**src/rtl/feeder_a.sv**
```systemverilog
// Feeds matrix A into a systolic array as a row-skewed wavefront:
// row i sees column t-i at step t, from a snapshot taken on start.
module feeder_a #(
    parameter int DATA_WIDTH = 8,
    parameter int ARRAY_W    = 5,
    parameter int ARRAY_L    = 2
) (
    input  logic                                             clk,
    input  logic                                             reset_n,
    input  logic                                             start,
    input  logic                                             stall,
    input  logic [0:ARRAY_W-1][0:ARRAY_L-1][DATA_WIDTH-1:0]  data_rom,
    output logic [0:ARRAY_W-1][DATA_WIDTH-1:0]               out_data,
    output logic [0:ARRAY_W-1]                               out_valid,
    output logic                                             busy,
    output logic                                             done
);

    localparam int STEPS = ARRAY_W + ARRAY_L - 1;
    localparam int TW    = (STEPS > 1) ? $clog2(STEPS) : 1;
    localparam logic [TW-1:0] T_LAST = TW'(STEPS - 1);

    typedef enum logic [1:0] {
        IDLE,
        FEED,
        DONE
    } state_t;

    typedef logic [0:ARRAY_W-1][0:ARRAY_L-1][DATA_WIDTH-1:0] snap_t;

    state_t         state_q, state_d;
    logic [TW-1:0]  t_q, t_d;
    snap_t          snap_q, snap_d;

    always_ff @(posedge clk or negedge reset_n) begin
        if (!reset_n) begin
            state_q <= IDLE;
            t_q     <= '0;
            snap_q  <= '0;
        end else begin
            state_q <= state_d;
            t_q     <= t_d;
            snap_q  <= snap_d;
        end
    end

    always_comb begin
        state_d = state_q;
        t_d     = t_q;
        snap_d  = snap_q;
        unique case (state_q)
            IDLE: begin
                if (start) begin
                    snap_d  = data_rom;
                    t_d     = '0;
                    state_d = FEED;
                end
            end
            FEED: begin
                if (!stall) begin
                    if (t_q == T_LAST) begin
                        state_d = DONE;
                    end else begin
                        t_d = t_q + 1'b1;
                    end
                end
            end
            DONE: begin
                state_d = IDLE;
            end
            default: begin
                state_d = IDLE;
            end
        endcase
    end

    // Stall freezes the wavefront; data stays visible but is not qualified.
    always_comb begin
        out_data  = '0;
        out_valid = '0;
        busy      = (state_q == FEED);
        done      = (state_q == DONE);
        if (state_q == FEED) begin
            for (int i = 0; i < ARRAY_W; i++) begin
                for (int j = 0; j < ARRAY_L; j++) begin
                    if (int'(t_q) == i + j) begin
                        out_data[i]  = snap_q[i][j];
                        out_valid[i] = !stall;
                    end
                end
            end
        end
    end

endmodule

```
**config.mk**
```make
export PLATFORM = sky130hd
export DESIGN_NAME = feeder_a
export DESIGN_NICKNAME = d
export VERILOG_FILES = /design/src/rtl/feeder_a.sv
export SDC_FILE = /design/constraint.sdc
export NUM_CORES = 1
export LEC_CHECK = 0
export CAP_MARGIN = 0
export CORE_MARGIN = 4
export CORE_UTILIZATION = 51
export CTS_BUF_LIST = sky130_fd_sc_hd__clkbuf_4 sky130_fd_sc_hd__clkbuf_8
export CTS_CLUSTER_DIAMETER = 150
export DETAILED_ROUTE_END_ITERATION = 10
export GPL_TIMING_DRIVEN = 0
export PLACE_DENSITY_LB_ADDON = 0.1
export SKIP_LAST_GASP = 1
export SYNTH_ARGS = -nofsm -noshare
export SYNTH_HDL_FRONTEND = slang
export SYNTH_SLANG_ARGS = --single-unit
```
**constraint.sdc**
```tcl
create_clock -name clk -period 6.1 [get_ports clk]
set_input_delay 1.83 -clock clk [delete_from_list [all_inputs] [get_ports clk]]
set_output_delay 1.83 -clock clk [all_outputs]
set_load 0.01 [all_outputs]
```
==> results <==
==> registers in the layout, summed over array words and instances, names as in the netlist <==
register  flops
t_q           3
snap_q       80
state_q       2
==> synthesized netlist by cell type, types with 2 or more instances <==
library cell               instances
sky130_fd_sc_hd__dfrtp_1          85
sky130_fd_sc_hd__mux2_2           80
sky130_fd_sc_hd__nand2_1          27
sky130_fd_sc_hd__nor2_1           26
sky130_fd_sc_hd__a21oi_1          24
sky130_fd_sc_hd__nand3b_1         15
sky130_fd_sc_hd__a22oi_1           9
sky130_fd_sc_hd__mux2i_1           9
sky130_fd_sc_hd__nand3_1           9
sky130_fd_sc_hd__buf_4             8
sky130_fd_sc_hd__buf_2             7
sky130_fd_sc_hd__ha_1              6
sky130_fd_sc_hd__clkbuf_1          5
sky130_fd_sc_hd__inv_1             5
sky130_fd_sc_hd__nor3_1            3
sky130_fd_sc_hd__buf_1             2
sky130_fd_sc_hd__nand2b_1          2
sky130_fd_sc_hd__nor2b_1           2
sky130_fd_sc_hd__o21ai_0           2
==> path summary, 6_finish.rpt <==
check	endpoint	slack (ns)
setup / recovery	out_valid[0]	0.69
hold / removal	snap_q[46]$_DFFE_PN0P_	0.51
setup reg to reg	t_q[2]$_DFFE_PN0P_	4.42
hold reg to reg	snap_q[46]$_DFFE_PN0P_	0.51
max in group asynchronous	snap_q[36]$_DFFE_PN0P_	4.08
min in group asynchronous	snap_q[2]$_DFFE_PN0P_	1.40
==> cells in the final DEF, fill, tap and decap left out <==
cell type and n:
sky130_fd_sc_hd__a21o_1 1, sky130_fd_sc_hd__a21oi_1 24, sky130_fd_sc_hd__a22oi_1 9, sky130_fd_sc_hd__and2_1 1
sky130_fd_sc_hd__and2b_2 1, sky130_fd_sc_hd__buf_1 2, sky130_fd_sc_hd__buf_16 1, sky130_fd_sc_hd__buf_2 7
sky130_fd_sc_hd__buf_4 9, sky130_fd_sc_hd__buf_6 1, sky130_fd_sc_hd__bufinv_16 3, sky130_fd_sc_hd__clkbuf_1 5
sky130_fd_sc_hd__clkbuf_8 11, sky130_fd_sc_hd__clkdlybuf4s50_1 129, sky130_fd_sc_hd__clkinv_4 1, sky130_fd_sc_hd__clkinvlp_4 1
sky130_fd_sc_hd__dfrtp_1 85, sky130_fd_sc_hd__ha_1 6, sky130_fd_sc_hd__inv_1 5, sky130_fd_sc_hd__inv_2 1
sky130_fd_sc_hd__mux2_2 80, sky130_fd_sc_hd__mux2i_1 9, sky130_fd_sc_hd__nand2_1 27, sky130_fd_sc_hd__nand2_2 1
sky130_fd_sc_hd__nand2b_1 2, sky130_fd_sc_hd__nand2b_4 1, sky130_fd_sc_hd__nand3_1 9, sky130_fd_sc_hd__nand3b_1 15
sky130_fd_sc_hd__nor2_1 26, sky130_fd_sc_hd__nor2b_1 2, sky130_fd_sc_hd__nor3_1 3, sky130_fd_sc_hd__o21ai_0 2
sky130_fd_sc_hd__o21ai_1 1, sky130_fd_sc_hd__o221ai_2 1, sky130_fd_sc_hd__o311ai_0 1, sky130_fd_sc_hd__o32ai_1 1
sky130_fd_sc_hd__or3b_1 1
==> power breakdown <==
part / internal [uW] / switching (uW)
combinational: 647 / 525
sequential: 847 / 152
clock: 295 / 205
==> area by class of cell <==
cell class	count	area, um2
flip-flops and latches	85	2127
fillers	566	1944
multi-input cells	224	1749
repair buffers	131	1326
clock buffers	11	151.4
plain buffers	23	132.6
well taps	102	127.6
clock inverters	5	106.4
inverters	6	22.52
==> stage by stage <==
step	setup WS, ns	instance area, um2	power [uW]	hold slack [ns]	std cells
after floorplan	1.653	4031	1708	0.4799	338
after global placement	0.1827	5460	2134	0.4874	570
after detailed placement	0.6972	5485	2190	0.4953	571
after CTS	0.6840	5743	2696	0.5137	587
after global routing	0.6284	5743	2850	0.5295	587
final	0.6926	5743	2672	0.5107	587
==> kinds of logic after synthesis <==
logic type	count (synthesis)	synth area share (%)
compound gates	40	6.021
fa+ha+maj	6	1.862
buf+inv	29	3.849
flops	85	52.76
mux	89	24.58
simple gates	89	10.92
==> routing by layer <==
layer,vias to the layer above,wire [um],global-route usage (%)
met2,94,5020,36.68
met3,11,588,5.407
li1,1465,-,-
met1,1520,4184,27.51
met5,-,0,0
met4,0,127,6.479
==> flow_results.xml <==
<?xml version="1.0" encoding="UTF-8"?>
<metrics>
  <group name="setup_path">
    <metric name="sort_of_element_at_the_end_of_the_critical_path" unit="">primary output</metric>
    <metric name="cp_common_cell" unit="">sky130_fd_sc_hd__clkdlybuf4s50_1</metric>
    <metric name="reg2regPathDepth" unit="">6</metric>
    <metric name="worst_setup_path_start_kind" unit="">primary input</metric>
    <metric name="crit_buf_inv" unit="">3</metric>
    <metric name="crit_arrival" unit="ns">3.58</metric>
    <metric name="criticalPathCategory" unit="">primary input to primary output</metric>
    <metric name="worstPathCellList" unit="">clkdlybuf4s50_1 &gt; or3b_1 &gt; buf_6 &gt; nor3_1 &gt; clkdlybuf4s50_1</metric>
    <metric name="cell_count_along_the_critical_path" unit="">5</metric>
    <metric name="family_with_the_most_delay_on_the_worst_path" unit="">buffers and inverters</metric>
    <metric name="worstSetupStartpoint" unit="">stall</metric>
    <metric name="reg2reg_from" unit="">t_q[1]$_DFFE_PN0P_</metric>
    <metric name="worst-endpoint-required" unit="ns">4.27</metric>
    <metric name="critPathSlowestCell" unit="">sky130_fd_sc_hd__clkdlybuf4s50_1</metric>
    <metric name="maximum_cell_stage_delay_along_the_critical_path" unit="ns">0.59</metric>
    <metric name="worst-path-max-fanout" unit="">8</metric>
  </group>
  <group name="drt">
    <metric name="drt-wirelength-per-cell" unit="um">16.90</metric>
    <metric name="drt_iter0_markers" unit="">81</metric>
    <metric name="routed_wirelength" unit="mm">9.921</metric>
    <metric name="detailroute.via_count" unit="">3090</metric>
    <metric name="vias_per_cell" unit="">5.264</metric>
    <metric name="drc" unit="">0</metric>
    <metric name="route.antenna.remaining_nets" unit="">0</metric>
    <metric name="drt_pass_1_iters" unit="">4</metric>
  </group>
  <group name="yosys">
    <metric name="synth_largest_area_cell" unit="">sky130_fd_sc_hd__dfrtp_1</metric>
    <metric name="synth-edff-count" unit="">0</metric>
    <metric name="synthesis.yosys.warnings" unit="">0</metric>
    <metric name="netlist_instances" unit="">338</metric>
    <metric name="postSynthAreaPerCell" unit="um2">11.93</metric>
    <metric name="postSynth.asyncResetShare" unit="%">100.0</metric>
    <metric name="synthTopCellsByArea" unit="">sky130_fd_sc_hd__dfrtp_1 (53%), sky130_fd_sc_hd__mux2_2 (22%), sky130_fd_sc_hd__a21oi_1 (3.0%), sky130_fd_sc_hd__nand3b_1 (2.8%), sky130_fd_sc_hd__nand2_1 (2.5%)</metric>
    <metric name="synth_flop_cell" unit="">sky130_fd_sc_hd__dfrtp_1</metric>
    <metric name="synth.distinct_cells" unit="">31</metric>
    <metric name="mappedNetlistArea" unit="um2">4031</metric>
    <metric name="synth.ff_latch_count" unit="">85</metric>
    <metric name="syn_nets" unit="">428</metric>
    <metric name="synth-seq-area-share" unit="%">52.76</metric>
    <metric name="yosysTopAreaCellShare" unit="%">52.76</metric>
  </group>
  <group name="timing">
    <metric name="slew_headroom" unit="%">53.61</metric>
    <metric name="post-route-min-period" unit="ns">5.407</metric>
    <metric name="post-route-period-util" unit="%">88.65</metric>
    <metric name="worst-slew-pin-transition" unit="ns">0.6912</metric>
    <metric name="finalClockSkew" unit="ns">0.009991</metric>
    <metric name="timing.final.hold_violations" unit="">0</metric>
    <metric name="max_freq" unit="MHz">184.9</metric>
    <metric name="finalSetupViolations" unit="">0</metric>
    <metric name="setup_total_negative_slack" unit="ns">0</metric>
    <metric name="max_slew_violation_count" unit="">0</metric>
    <metric name="setup_repair_after_global_routing_missed_its_margin" unit="">no</metric>
  </group>
  <group name="power_and_ir_drop">
    <metric name="worst_ir_drop_vdd" unit="uV">218.9</metric>
    <metric name="powerDensity" unit="nW/um2">465.2</metric>
    <metric name="power.leakage" unit="uW">0.002322</metric>
  </group>
  <group name="global_routing">
    <metric name="grt_max_degree" unit="">57</metric>
    <metric name="grt_use_total" unit="%">21.67</metric>
    <metric name="first_global_vias" unit="">3332</metric>
    <metric name="grt_first_pass_wirelength" unit="mm">16.40</metric>
    <metric name="global_route.overflow_total" unit="">0</metric>
    <metric name="antenna_found_initial" unit="">0</metric>
  </group>
  <group name="die">
    <metric name="dieArea" unit="um2">9392</metric>
    <metric name="floorplan.die.width" unit="um">96.91</metric>
    <metric name="floorplan.io_pins" unit="">131</metric>
    <metric name="start_util" unit="%">52.44</metric>
    <metric name="standard_cell_core_area" unit="um2">7687</metric>
    <metric name="die_h" unit="um">96.91</metric>
    <metric name="site_row_count" unit="">32</metric>
  </group>
  <group name="clocking">
    <metric name="cts.path.max_buffers" unit="">2</metric>
    <metric name="cts_hold_buf" unit="">0</metric>
    <metric name="cts_tree" unit="">yes</metric>
    <metric name="clock_sinks" unit="">85</metric>
    <metric name="insertion_delay" unit="ns">0.35</metric>
    <metric name="postCtsSetupRepairBufs" unit="">0</metric>
    <metric name="cts_root_buffer" unit="">sky130_fd_sc_hd__clkbuf_8</metric>
    <metric name="tritoncts_buffer_count" unit="">9</metric>
    <metric name="cts.htree.levels" unit="">3</metric>
    <metric name="post_cts_resized" unit="">0</metric>
    <metric name="cts.clk_slew.worst_paths" unit="ns">0.08</metric>
  </group>
  <group name="placement">
    <metric name="io_buffer_count" unit="">130</metric>
    <metric name="gp_congestion" unit="">0.7642</metric>
    <metric name="place_hpwl" unit="mm">7.272</metric>
  </group>
  <group name="finish">
    <metric name="finish.utilization" unit="%">74.71</metric>
    <metric name="ant_diodes" unit="">0</metric>
    <metric name="num-nets-final" unit="">570</metric>
    <metric name="flow.area_growth_from_synthesis" unit="%">42.46</metric>
    <metric name="layout-drive-gt1-share" unit="%">24.54</metric>
  </group>
  <group name="hold_path">
    <metric name="holdCritStartpoint" unit="">snap_q[46]$_DFFE_PN0P_</metric>
    <metric name="hold_class" unit="">register to register</metric>
    <metric name="cell_depth_of_the_worst_hold_path" unit="">1</metric>
  </group>
  <group name="job">
    <metric name="timing.max_cap.violations" unit="">0</metric>
  </group>
  <group name="outcome">
    <metric name="outcome" unit="">completed</metric>
  </group>
</metrics>
Note: power is estimated with default switching activity, not from simulation.
